==> src/rtl/ln_forward_scheduler_if.sv <==
// Signal bundle between the LN forward scheduler, its requesters and the shared LN unit.
// The master side is the scheduler; the slave side is the requesters plus the unit.
interface ln_forward_scheduler_if #(
  parameter int unsigned N_REQ = 4,
  parameter int unsigned CNT_W = 16
);
  localparam int unsigned IDX_W = $clog2(N_REQ);

  logic [N_REQ-1:0] req;
  logic [N_REQ-1:0] gnt;
  logic [IDX_W-1:0] gnt_idx;
  logic [N_REQ-1:0] resp_valid;
  logic [N_REQ-1:0] resp_ready;
  logic             ln_input_ready;
  logic             ln_output_taken;
  logic             ln_done;
  logic [1:0]       ln_state;
  logic             busy;
  logic             timeout_err;
  logic [CNT_W-1:0] op_count;

  modport master (
    input  req, resp_ready, ln_done, ln_state,
    output gnt, gnt_idx, resp_valid, ln_input_ready, ln_output_taken, busy, timeout_err,
           op_count
  );

  modport slave (
    output req, resp_ready, ln_done, ln_state,
    input  gnt, gnt_idx, resp_valid, ln_input_ready, ln_output_taken, busy, timeout_err,
           op_count
  );
endinterface

==> src/rtl/ln_forward_scheduler.sv <==
// Round-robin scheduler sharing one layer-norm forward unit among N_REQ requesters.
// All outputs are registered from the next-state decode, so they change one cycle after the cause.
module ln_forward_scheduler #(
  parameter int unsigned N_REQ   = 4,
  parameter int unsigned TIMEOUT = 4096,
  parameter int unsigned CNT_W   = 16
) (
  input  logic                  clk,
  input  logic                  reset,
  ln_forward_scheduler_if.master bus
);
  localparam int unsigned IDX_W  = $clog2(N_REQ);
  localparam int unsigned WAIT_W = $clog2(TIMEOUT);

  localparam logic [WAIT_W-1:0] WaitLast = WAIT_W'(TIMEOUT - 1);
  localparam logic [IDX_W-1:0]  IdxLast  = IDX_W'(N_REQ - 1);
  localparam logic [N_REQ-1:0]  OneHot0  = N_REQ'(1);

  typedef enum logic [2:0] {
    StIdle,
    StIssue,
    StWait,
    StDeliver,
    StRelease,
    StErr
  } state_e;

  state_e            r_state, w_state_nxt;
  logic [IDX_W-1:0]  r_sel, w_sel_nxt;
  logic [IDX_W-1:0]  r_ptr, w_ptr_nxt;
  logic [WAIT_W-1:0] r_wait_cnt, w_wait_cnt_nxt;
  logic [CNT_W-1:0]  r_op_count, w_op_count_nxt;

  logic [IDX_W-1:0]  w_cand, w_pick;
  logic              w_found;

  logic              w_grant_on;
  logic [N_REQ-1:0]  w_gnt, w_resp_valid;

  logic [N_REQ-1:0]  r_gnt, r_resp_valid;
  logic [IDX_W-1:0]  r_gnt_idx;
  logic              r_input_ready, r_output_taken, r_busy, r_timeout_err;

  // First requesting index at or after r_ptr, wrapping modulo N_REQ.
  always_comb begin
    w_found = 1'b0;
    w_pick  = '0;
    w_cand  = '0;
    for (int unsigned i = 0; i < N_REQ; i++) begin
      w_cand = IDX_W'((32'(r_ptr) + i) % N_REQ);
      if (!w_found && bus.req[w_cand]) begin
        w_found = 1'b1;
        w_pick  = w_cand;
      end
    end
  end

  always_comb begin
    w_state_nxt    = r_state;
    w_sel_nxt      = r_sel;
    w_ptr_nxt      = r_ptr;
    w_wait_cnt_nxt = r_wait_cnt;
    w_op_count_nxt = r_op_count;
    unique case (r_state)
      StIdle: begin
        if (w_found) begin
          w_sel_nxt   = w_pick;
          w_state_nxt = StIssue;
        end
      end
      StIssue: begin
        if (bus.ln_state == 2'b00) begin
          w_state_nxt    = StWait;
          w_wait_cnt_nxt = '0;
        end
      end
      StWait: begin
        w_wait_cnt_nxt = r_wait_cnt + WAIT_W'(1);
        // Completion wins over a timeout landing in the same cycle.
        if (bus.ln_done) begin
          w_state_nxt = StDeliver;
        end else if (r_wait_cnt == WaitLast) begin
          w_state_nxt = StErr;
        end
      end
      StDeliver: begin
        if (bus.resp_ready[r_sel]) begin
          w_state_nxt = StRelease;
        end
      end
      StRelease: begin
        if (bus.ln_state == 2'b10) begin
          w_op_count_nxt = r_op_count + CNT_W'(1);
          w_ptr_nxt      = (r_sel == IdxLast) ? '0 : r_sel + IDX_W'(1);
          w_state_nxt    = StIdle;
        end
      end
      StErr:   w_state_nxt = StErr;
      default: w_state_nxt = StIdle;
    endcase
  end

  // The unit reads its input through the grant mux, so the grant spans ISSUE through RELEASE.
  assign w_grant_on   = (w_state_nxt inside {StIssue, StWait, StDeliver, StRelease});
  assign w_gnt        = w_grant_on ? (OneHot0 << w_sel_nxt) : '0;
  assign w_resp_valid = (w_state_nxt == StDeliver) ? (OneHot0 << w_sel_nxt) : '0;

  always_ff @(posedge clk) begin
    if (reset) begin
      r_state        <= StIdle;
      r_sel          <= '0;
      r_ptr          <= '0;
      r_wait_cnt     <= '0;
      r_op_count     <= '0;
      r_gnt          <= '0;
      r_gnt_idx      <= '0;
      r_resp_valid   <= '0;
      r_input_ready  <= 1'b0;
      r_output_taken <= 1'b0;
      r_busy         <= 1'b0;
      r_timeout_err  <= 1'b0;
    end else begin
      r_state        <= w_state_nxt;
      r_sel          <= w_sel_nxt;
      r_ptr          <= w_ptr_nxt;
      r_wait_cnt     <= w_wait_cnt_nxt;
      r_op_count     <= w_op_count_nxt;
      r_gnt          <= w_gnt;
      r_gnt_idx      <= w_grant_on ? w_sel_nxt : '0;
      r_resp_valid   <= w_resp_valid;
      r_input_ready  <= (w_state_nxt == StIssue);
      r_output_taken <= (w_state_nxt == StRelease);
      r_busy         <= (w_state_nxt != StIdle);
      r_timeout_err  <= (w_state_nxt == StErr);
    end
  end

  assign bus.gnt             = r_gnt;
  assign bus.gnt_idx         = r_gnt_idx;
  assign bus.resp_valid      = r_resp_valid;
  assign bus.ln_input_ready  = r_input_ready;
  assign bus.ln_output_taken = r_output_taken;
  assign bus.busy            = r_busy;
  assign bus.timeout_err     = r_timeout_err;
  assign bus.op_count        = r_op_count;
endmodule

==> src/flat_wrapper.sv <==
// flat-port wrapper written by rule: the top's interface ports become plain ports
module ln_forward_scheduler_flat 
#(
  parameter int unsigned N_REQ   = 4,
  parameter int unsigned TIMEOUT = 4096,
  parameter int unsigned CNT_W   = 16
)
  (clk, reset, bus_req, bus_resp_ready, bus_ln_done, bus_ln_state, bus_gnt, bus_gnt_idx, bus_resp_valid, bus_ln_input_ready, bus_ln_output_taken, bus_busy, bus_timeout_err, bus_op_count);
  ln_forward_scheduler_if #(.N_REQ(N_REQ), .CNT_W(CNT_W)) bus_i ();
  input  logic clk;
  input  logic reset;
  input wire logic [$bits(bus_i.req)-1:0] bus_req;
  input wire logic [$bits(bus_i.resp_ready)-1:0] bus_resp_ready;
  input wire logic [$bits(bus_i.ln_done)-1:0] bus_ln_done;
  input wire logic [$bits(bus_i.ln_state)-1:0] bus_ln_state;
  output wire logic [$bits(bus_i.gnt)-1:0] bus_gnt;
  output wire logic [$bits(bus_i.gnt_idx)-1:0] bus_gnt_idx;
  output wire logic [$bits(bus_i.resp_valid)-1:0] bus_resp_valid;
  output wire logic [$bits(bus_i.ln_input_ready)-1:0] bus_ln_input_ready;
  output wire logic [$bits(bus_i.ln_output_taken)-1:0] bus_ln_output_taken;
  output wire logic [$bits(bus_i.busy)-1:0] bus_busy;
  output wire logic [$bits(bus_i.timeout_err)-1:0] bus_timeout_err;
  output wire logic [$bits(bus_i.op_count)-1:0] bus_op_count;
  assign bus_i.req = bus_req;
  assign bus_i.resp_ready = bus_resp_ready;
  assign bus_i.ln_done = bus_ln_done;
  assign bus_i.ln_state = bus_ln_state;
  assign bus_gnt = bus_i.gnt;
  assign bus_gnt_idx = bus_i.gnt_idx;
  assign bus_resp_valid = bus_i.resp_valid;
  assign bus_ln_input_ready = bus_i.ln_input_ready;
  assign bus_ln_output_taken = bus_i.ln_output_taken;
  assign bus_busy = bus_i.busy;
  assign bus_timeout_err = bus_i.timeout_err;
  assign bus_op_count = bus_i.op_count;
  ln_forward_scheduler #(.N_REQ(N_REQ), .TIMEOUT(TIMEOUT), .CNT_W(CNT_W)) u_core (.clk(clk), .reset(reset), .bus(bus_i));
endmodule
==> config.mk <==
export PLATFORM = sky130hd
export DESIGN_NAME = ln_forward_scheduler_flat
export DESIGN_NICKNAME = d
export VERILOG_FILES = /design/src/rtl/ln_forward_scheduler_if.sv /design/src/rtl/ln_forward_scheduler.sv /design/src/flat_wrapper.sv
export SDC_FILE = /design/constraint.sdc
export NUM_CORES = 1
export LEC_CHECK = 0
export ABC_AREA = 1
export BUFFER_PORTS_ARGS = -buffer_cell sky130_fd_sc_hd__buf_2
export CAP_MARGIN = 10
export CORE_MARGIN = 1.5
export CORE_UTILIZATION = 35
export CTS_BUF_LIST = sky130_fd_sc_hd__clkbuf_4 sky130_fd_sc_hd__clkbuf_8
export CTS_CLUSTER_DIAMETER = 30
export DETAILED_ROUTE_END_ITERATION = 7
export PLACE_DENSITY = 0.6
export SYNTH_ARGS = -nofsm -noshare
export SYNTH_HDL_FRONTEND = slang
export SYNTH_SLANG_ARGS = --single-unit
==> constraint.sdc <==
create_clock -name clk -period 1.5 [get_ports clk]
set_clock_uncertainty 0.1 [all_clocks]
set_input_delay 0.225 -clock clk [delete_from_list [all_inputs] [get_ports clk]]
set_output_delay 0.225 -clock clk [all_outputs]
set_load 0.01 [all_outputs]
==> impl_metrics.py, run 1 <==
metrics = {
    "clock_tree": {
        "cts_tree": "done",
        "root_buffer": "clkbuf_8",
        "cts_sinks": 49,
        "clock_latency_ns": 0.30,
        "htreeDepth": 2,
        "clkSlewWorstSetupHoldPaths_ns": 0.10,
        "numCtsBuffers": 5,
        "clockBufferDepth": 2,
        "hold_buffers": 0,
    },
    "sta": {
        "hold_viol_final": 0,
        "min_period_ns": 1.65,
        "rsz0062_at_grt": "true",
        "period_share": 1.10,
        "setup_viol": 23,
        "max_freq_mhz": 607,
        "setup_tns_ns": -1.96,
        "worst_slew_pin_slew_ns": 0.292,
        "max_slew_margin": 0.805,
        "worst_slack_ns": -0.147,
        "slew_viol_final": 0,
    },
    "yosys": {
        "syn_area_um2": 2550,
        "syn_nets": 378,
        "synth_cell_types": 38,
        "ys_seq_elements": 49,
        "postSynthAreaPerCell_um2": 7.03,
        "synth-async-reset-ratio": 0,
        "netlist.area_leader.share": 0.385,
        "synth_area_leaders": "dfxtp_1, nand2_1, nor2_1, inv_1, a21oi_1",
        "synth_edf_count": 0,
        "synth_cells": 362,
        "synth_top_cell_by_area": "dfxtp_1",
        "synth-main-ff-cell": "dfxtp_1",
        "synth_warnings": 0,
        "ys_seq_area_frac": 0.385,
    },
    "finish": {
        "final_common_cell": "nand2_1",
        "final_area_um2": 3760,
        "final_nets": 470,
        "antenna_cells": 0,
        "final_cell_mix": "nand2_1, inv_1, buf_4",
        "drive_gt1_frac": 0.468,
        "fillers": 647,
        "final_cell_count_no_fill": 551,
        "fin_util": 0.545,
        "syn_to_final_growth_pct": 47.8,
    },
    "setup_path": {
        "worstPathRequired_ns": 1.61,
        "path_cells": "ha_4 > nand3_4 > nor2_4 > nand4_1 > nor2_2 > nor2_4 > inv_2 > nand2_4 > nand3_4 > nor2_1",
        "setup.worst_path.class": "register to register",
        "cp_slowest_cell": "dfxtp_2",
        "cp_max_fo": 6,
        "critical-path-max-stage-delay_ns": 0.37,
        "crit_arrival_ns": 1.75,
        "worstSetupEndpointType": "register",
        "start_kind": "register",
    },
    "power_and_ir_drop": {
        "p_total_mw": 3.17,
        "p_per_area_nw_per_um2": 842,
        "leakagePower_nw": 1.71,
        "ir_drop_uv": 768,
    },
    "grt": {
        "use_met1": 0.207,
        "grt_use_met2": 0.278,
        "met3_usage": 0.0345,
        "overflow": 0,
        "grt_pass1_wl_mm": 10.3,
        "grt_start_max_net_pins": 19,
        "grt_usage": 0.165,
        "grt_pass1_vias": 2427,
        "antenna_found_initial": 0,
        "grt_busiest_layer": "met2",
    },
    "floorplanning": {
        "initial_core_util": 0.369,
        "die_h_um": 88.3,
        "pin_count": 43,
        "num_rows": 30,
        "dieWidth_um": 88.3,
        "dieArea_um2": 7800,
        "fp.coreArea_um2": 6910,
    },
    "routing": {
        "drt_iter0_drc": 94,
        "vias": 2521,
        "via_per_inst": 4.58,
        "postRouteAntennaNets": 0,
        "drc": 0,
        "dr.pass1.iters": 4,
        "routed_wl_mm": 6.21,
        "wl_per_cell_um": 11.3,
    },
    "flow_run": {
        "max_cap_violations": 0,
    },
    "run_status": {
        "status": "finished with violations",
        "violations": "negative setup slack",
    },
    "placement": {
        "port_buffers": 42,
        "place_congestion": 0.843,
        "hpwl_mm": 4.57,
        "place_area_um2": 3210,
        "dp_cells": 535,
    },
    "min_path": {
        "hold_class": "input port to register",
    },
}
## worst max-delay path, delay by kind of cell, from the launching register on
family	cells	cell delay (ns)
flip-flops	1	0.37
buffers and inverters	1	0.08
AND/OR/NAND/NOR	8	0.84
adder cells (fa/ha/maj)	1	0.15
## per-stage QoR
stage | hold slack [ns] | setup slack (ns)
after floorplan | 0.336 | -0.0266
after global placement | 0.358 | -0.160
after detailed placement | 0.365 | -0.166
after CTS | 0.249 | -0.115
after global routing | 0.251 | -0.219
final | 0.256 | -0.147
## area by class of cell
cell class | count | area [um2] | share of cell area
Tap cell | 96 | 120 | 0.0319
Clock inverter | 3 | 68.8 | 0.0183
Clock buffer | 5 | 68.8 | 0.0183
Multi-Input combinational cell | 254 | 1680 | 0.446
Sequential cell | 49 | 1000 | 0.266
Timing Repair Buffer | 92 | 621 | 0.165
Inverter | 52 | 205 | 0.0545
## power breakdown
| group | total, mW | switching (mW) | leakage (nW) | internal, mW |
|---|---|---|---|---|
| Sequential | 1.38 | 0.0272 | 0.402 | 1.35 |
| Clock | 1.13 | 0.462 | 0.0687 | 0.671 |
| Combinational | 0.659 | 0.376 | 1.24 | 0.282 |
| Total | 3.17 | 0.865 | 1.71 | 2.30 |
## metal layers
layer	wire (um)	up-vias
met5	0	-
met4	93	0
met3	295	10
met2	2890	54
met1	2930	1125
li1	-	1332
## path summary, 6_finish.rpt
| kind | to | slack, ns | cells after the start | from |
|---|---|---|---|---|
| setup / recovery | u_core.bus.gnt_idx[1] | -0.15 | 10 | u_core.r_wait_cnt[0] |
| hold / removal | u_core.bus.ln_output_taken | 0.26 | 4 | bus_ln_done |
| setup reg to reg | u_core.bus.gnt_idx[1] | -0.15 | 10 | u_core.r_wait_cnt[0] |
| hold reg to reg | u_core.r_wait_cnt[10] | 0.38 | 2 | u_core.r_wait_cnt[10] |
## cells in the mapped netlist (6+ instances only)
| cell type | n |
|---|---|
| a21oi_1 | 21 |
| dfxtp_1 | 49 |
| inv_1 | 44 |
| inv_2 | 6 |
| nand2_1 | 86 |
| nand2_2 | 11 |
| nand3_1 | 14 |
| nand3_2 | 6 |
| nor2_1 | 48 |
| nor2_4 | 7 |
| nor3_1 | 7 |
| o21ai_0 | 15 |
## registers in the layout, indices dropped and copies added (netlist names), 2 cells and up
name / flops
u_core.r_wait_cnt: 12
u_core.bus.gnt_idx: 2
u_core.r_ptr: 2
u_core.r_state: 3
u_core.bus.resp_valid: 4
u_core.bus.gnt: 4
u_core.r_sel: 2
u_core.bus.op_count: 16
## what timing repair did
item / CTS / global route
resized for setup: 27 / 76
cloned: 0 / 0
buffers inserted: 3 / 7
pin swaps: 13 / 20
setup endpoints to repair: 28 / 38
## kinds of logic (layout without fill, tap and decap cells)
logic type | Yosys count | count (layout) | synth area share
flip-flops | 49 | 49 | 0.385
buffers and inverters | 59 | 152 | 0.0924
adder cells (fa/ha/maj) | 3 | 3 | 0.0147
XOR/XNOR | 4 | 4 | 0.0138
AO/OA/AOI/OAI | 51 | 51 | 0.122
AND/OR/NAND/NOR | 196 | 196 | 0.372
(Power assumes the default switching activity.)
==> run 2, diff against run 1 <==
- CELL_PAD_IN_SITES_DETAIL_PLACEMENT: unset -> 0
- CELL_PAD_IN_SITES_GLOBAL_PLACEMENT: unset -> 1
- MAX_ROUTING_LAYER: unset -> met4
- PLACE_DENSITY: 0.6 -> 0.75
- clock period: 1.5 -> 1.8 ns (I/O delays scaled with it)
==> impl_metrics.py, run 2 (synthesis results as in run 1) <==
metrics = {
    "grt": {
        "antenna_found_initial": 0,
        "grt_pass1_wl_mm": 9.54,
        "grt_pass1_vias": 2118,
        "overflow": 0,
        "grt_usage": 0.161,
        "grt_start_max_net_pins": 18,
    },
    "floorplanning": {
        "dieArea_um2": 7800,
        "dieWidth_um": 88.3,
        "fp.coreArea_um2": 6910,
        "die_h_um": 88.3,
        "num_rows": 30,
        "initial_core_util": 0.369,
        "pin_count": 43,
    },
    "routing": {
        "dr.pass1.iters": 5,
        "routed_wl_mm": 5.75,
        "via_per_inst": 4.54,
        "drc": 0,
        "postRouteAntennaNets": 0,
        "wl_per_cell_um": 11.1,
        "drt_iter0_drc": 99,
        "vias": 2341,
    },
    "clock_tree": {
        "cts_sinks": 49,
        "clock_latency_ns": 0.31,
        "clkSlewWorstSetupHoldPaths_ns": 0.10,
        "cts_tree": "done",
        "numCtsBuffers": 5,
        "root_buffer": "clkbuf_8",
        "htreeDepth": 2,
        "clockBufferDepth": 2,
    },
    "flow_run": {
        "max_cap_violations": 0,
    },
    "setup_path": {
        "worstSetupEndpointType": "register",
        "crit_arrival_ns": 1.80,
        "path_cells": "ha_4 > nand3_2 > nor2_4 > nand4_1 > nor2_1 > nor2_2 > inv_2 > nand2_2 > nand3_4 > nor2_1",
        "ff2ff_setup_slack_ns": 0.12,
        "cp_max_fo": 6,
        "reg2reg_depth": 10,
        "worstPathRequired_ns": 1.92,
        "cp_slowest_cell": "dfxtp_4",
        "critPathMostFrequentCell": "nor2_1",
        "start_kind": "register",
        "r2r_end": "u_core.bus.gnt[2]",
        "setup.worst_path.class": "register to register",
        "rr_startpoint": "u_core.r_wait_cnt[0]",
        "critical-path-max-stage-delay_ns": 0.38,
    },
    "finish": {
        "syn_to_final_growth_pct": 22.5,
        "final_cell_count_no_fill": 516,
        "seq_area_um2": 993,
        "final_nets": 435,
        "antenna_cells": 0,
        "final_cell_mix": "nand2_1, inv_1, nor2_1",
        "largest_register_ffs": 16,
        "final_common_cell": "nand2_1",
        "fillers": 762,
        "final_area_um2": 3120,
        "multi_input_area_um2": 1390,
        "drive_gt1_frac": 0.295,
    },
    "min_path": {
        "hold_end": "u_core.bus.op_count[10]",
        "holdCritStartpoint": "reset",
        "whs_path_depth": 2,
        "hold_class": "input port to register",
    },
    "sta": {
        "period_share": 0.932,
        "max_slew_margin": 0.814,
        "slew_viol_final": 0,
        "rsz0062_at_grt": "true",
        "hold_viol_final": 0,
        "setup_tns_ns": 0,
        "setup_viol": 0,
        "worst_slew_pin_slew_ns": 0.276,
        "min_period_ns": 1.68,
        "worst_slack_ns": 0.123,
        "max_freq_mhz": 596,
        "holdWs_ns": 0.182,
    },
    "placement": {
        "dp_slack_ns": -0.00965,
        "port_buffers": 42,
        "dp_cells": 504,
        "place_area_um2": 2920,
        "hpwl_mm": 4.39,
        "place_congestion": 0.770,
    },
    "power_and_ir_drop": {
        "p_per_area_nw_per_um2": 713,
        "ir_drop_uv": 311,
        "leakagePower_nw": 1.41,
    },
    "run_status": {
        "status": "finished clean",
    },
}
## run 2: worst max-delay path by stage
stage                               endpoint  slack [ns]            startpoint  cells past startpoint
floorplan                  u_core.bus.gnt[0]        0.22  u_core.r_wait_cnt[0]                     11
global placement           u_core.bus.gnt[2]        0.02  u_core.r_wait_cnt[0]                     11
detailed placement         u_core.bus.gnt[1]       -0.01  u_core.r_wait_cnt[0]                     11
CTS                        u_core.bus.gnt[1]       0.003       u_core.r_ptr[0]                     11
global route        u_core.bus.resp_valid[3]       -0.03     u_core.r_state[1]                      8
finish                     u_core.bus.gnt[2]        0.12  u_core.r_wait_cnt[0]                     10
## run 2: final cells by class
type                            count  share of cell area
Sequential cell                    49               0.318
Multi-Input combinational cell    254               0.445
Timing Repair Buffer               57               0.103
Clock inverter                      3             0.00802
Clock buffer                        5              0.0221
Tap cell                           96              0.0385
Inverter                           52              0.0642
## run 2: per-layer routing
| layer | vias to the layer above | track usage | wire (um) |
|---|---|---|---|
| met1 | 1037 | 0.209 | 2950 |
| met5 | - | - | 0 |
| met4 | 0 | 0.0384 | 48 |
| li1 | 1264 | - | - |
| met3 | 6 | 0.0345 | 180 |
| met2 | 34 | 0.257 | 2570 |
## run 2: what timing repair did
item	4_1_cts	5_1_grt
pin swaps	0	8
setup endpoints to repair	3	21
setup buffers	0	4
endpoints found under the hold margin	0	0
resized for setup	1	19
hold buffers	0	0
## run 2: metrics by stage
stage | power (mW) | utilization
3_5_place_dp | 1.54 | 0.423
4_1_cts | 2.24 | 0.438
5_1_grt | 2.35 | 0.452
2_1_floorplan | 1.43 | -
3_3_place_gp | 1.54 | 0.423
6_report | 2.22 | 0.452
## run 2: worst max-delay path, delay by kind of cell, from the launching register on
kind	cells	cell delay, ns
flops	1	0.38
fa+ha+maj	1	0.15
buf+inv	1	0.07
simple gates	8	0.90
## run 2: where the power goes
part	total [mW]	switching (mW)	leakage [nW]	internal (mW)
Combinational	0.381	0.242	0.967	0.139
Clock	0.691	0.410	0.0447	0.281
Sequential	1.15	0.0282	0.400	1.12
Total	2.22	0.680	1.41	1.54
==> run 3, diff against run 2 <==
- CORE_ASPECT_RATIO: unset -> 1.2
==> impl_metrics.py, run 3 (synthesis results as in run 1) <==
metrics = {
    "setup_path": {
        "cp_max_fo": 6,
        "worstSetupEndpointType": "register",
        "critical-path-max-stage-delay_ns": 0.37,
        "path_delay_family": "simple AND/OR/NAND/NOR gates",
        "path_cells": "ha_4 > nand3_4 > nor2_4 > nand3_2 > nand2_1 > inv_2 > nor2_4 > nand3_2 > nand2_2 > nand3_4 > nor2_2",
        "cp_num_buf_inv": 1,
        "setup.worst_path.class": "register to register",
        "ff2ff_setup_slack_ns": 0.14,
        "worstPathRequired_ns": 1.94,
        "start_kind": "register",
        "crit_arrival_ns": 1.80,
        "cp_slowest_cell": "dfxtp_2",
    },
    "routing": {
        "via_per_inst": 4.70,
        "postRouteAntennaNets": 0,
        "wl_per_cell_um": 11.5,
        "drt_iter0_drc": 87,
        "drc": 0,
        "vias": 2371,
        "dr.pass1.iters": 4,
        "routed_wl_mm": 5.81,
    },
    "sta": {
        "hold_viol_final": 0,
        "setup_viol": 0,
        "slew_viol_final": 0,
        "rsz0062_at_grt": "true",
        "max_slew_margin": 0.760,
        "period_share": 0.920,
        "worst_slack_ns": 0.144,
        "worst_slew_pin_slew_ns": 0.358,
        "max_freq_mhz": 604,
        "min_period_ns": 1.66,
    },
    "power_and_ir_drop": {
        "p_clk_frac": 0.347,
        "power_switching_mw": 0.638,
        "leakagePower_nw": 1.40,
        "p_per_area_nw_per_um2": 751,
        "sw_frac_of_total": 0.272,
        "combPwrFrac": 0.161,
        "ir_drop_uv": 469,
        "seqPwrFrac": 0.492,
        "intPower_mw": 1.71,
    },
    "clock_tree": {
        "clkSlewWorstSetupHoldPaths_ns": 0.09,
        "cts_tree": "done",
        "clockBufferDepth": 2,
        "clock_latency_ns": 0.30,
        "root_buffer": "clkbuf_8",
        "htreeDepth": 2,
        "numCtsBuffers": 5,
        "cts_sinks": 49,
    },
    "finish": {
        "final_common_cell": "nand2_1",
        "syn_to_final_growth_pct": 22.5,
        "final_nets": 432,
        "antenna_cells": 0,
        "largest_register_ffs": 16,
        "fin_util": 0.450,
        "final_cell_mix": "nand2_1, inv_1, buf_2, dfxtp_1, nor2_1",
        "drive_gt1_frac": 0.302,
    },
    "placement": {
        "dp_slack_ns": 0.0266,
        "hpwl_mm": 4.40,
        "port_buffers": 42,
        "place_congestion": 0.760,
    },
    "grt": {
        "grt_usage": 0.160,
        "antenna_found_initial": 0,
        "overflow": 0,
        "grt_pass1_vias": 2095,
        "grt_pass1_wl_mm": 9.39,
        "grt_start_max_net_pins": 22,
    },
    "min_path": {
        "hold_class": "input port to register",
    },
    "floorplanning": {
        "pin_count": 43,
        "num_rows": 33,
        "fp.coreArea_um2": 6940,
        "die_h_um": 96.4,
        "dieArea_um2": 7800,
        "initial_core_util": 0.367,
        "dieWidth_um": 80.9,
    },
    "run_status": {
        "status": "finished clean",
    },
    "flow_run": {
        "max_cap_violations": 0,
    },
}
## run 3: cell count changes in the layout (fill, tap and decap cells not counted), sizes merged
cell	change
bufinv	+1
buf	-3
clkbuf	+1
inv	-1
clkinv	-1
## run 3: layer usage
layer	track usage	vias up	share of wire
li1	-	1262	-
met1	0.179	1070	0.46
met2	0.285	34	0.50
met3	0.0300	5	0.037
met4	0.0517	0	0.011
met5	-	-	0
## run 3: power groups by stage
| stage | Clock (mW) | Sequential [mW] | Combinational, mW |
|---|---|---|---|
| global route | 0.879 | 1.16 | 0.425 |
| CTS | 0.849 | 1.15 | 0.362 |
| detailed placement | 0 | 1.18 | 0.360 |
| finish | 0.814 | 1.15 | 0.377 |
| floorplan | 0 | 1.18 | 0.244 |
| global placement | 0 | 1.18 | 0.359 |
## run 3: worst reg2reg max path: stages, from the launching register on
cell	delay (ns)
dfxtp_2	0.37
ha_4	0.15
nand3_4	0.08
nor2_4	0.13
nand3_2	0.06
nand2_1	0.08
inv_2	0.04
nor2_4	0.14
nand3_2	0.10
nand2_2	0.11
nand3_4	0.11
nor2_2	0.12
## run 3: repair_timing
action	4_1_cts	5_1_grt
hold buffers	0	0
resized for setup	0	26
endpoints found under the setup margin	0	20
setup buffers	0	5
## run 3: final cells by class
class / instances / area (um2)
tap: 87 / 109
fill: 733 / 3820
inverter: 52 / 200
sequential: 49 / 995
clock buffer: 6 / 82.6
clock inverter: 2 / 37.5
timing repair buffer: 54 / 300
multi-input combinational: 254 / 1400
## run 3: path summary, 6_finish.rpt
kind	from	end	cells past startpoint
min reg2reg	u_core.r_wait_cnt[0]	u_core.r_wait_cnt[0]	1
max reg2reg	u_core.r_wait_cnt[1]	u_core.bus.gnt[1]	11
max	u_core.r_wait_cnt[1]	u_core.bus.gnt[1]	11
min	reset	u_core.bus.op_count[15]	3
## run 3: stage by stage
stage / instance area, um2 / power, mW / hold slack (ns) / TNS [ns] / cells
after floorplan: 2550 / 1.43 / 0.336 / 0 / 362
after global placement: 2880 / 1.54 / 0.359 / 0 / 491
after detailed placement: 2880 / 1.54 / 0.358 / 0 / 491
after CTS: 3000 / 2.36 / 0.289 / 0 / 499
after global routing: 3120 / 2.46 / 0.319 / -0.0453 / 504
final: 3120 / 2.34 / 0.296 / 0 / 504
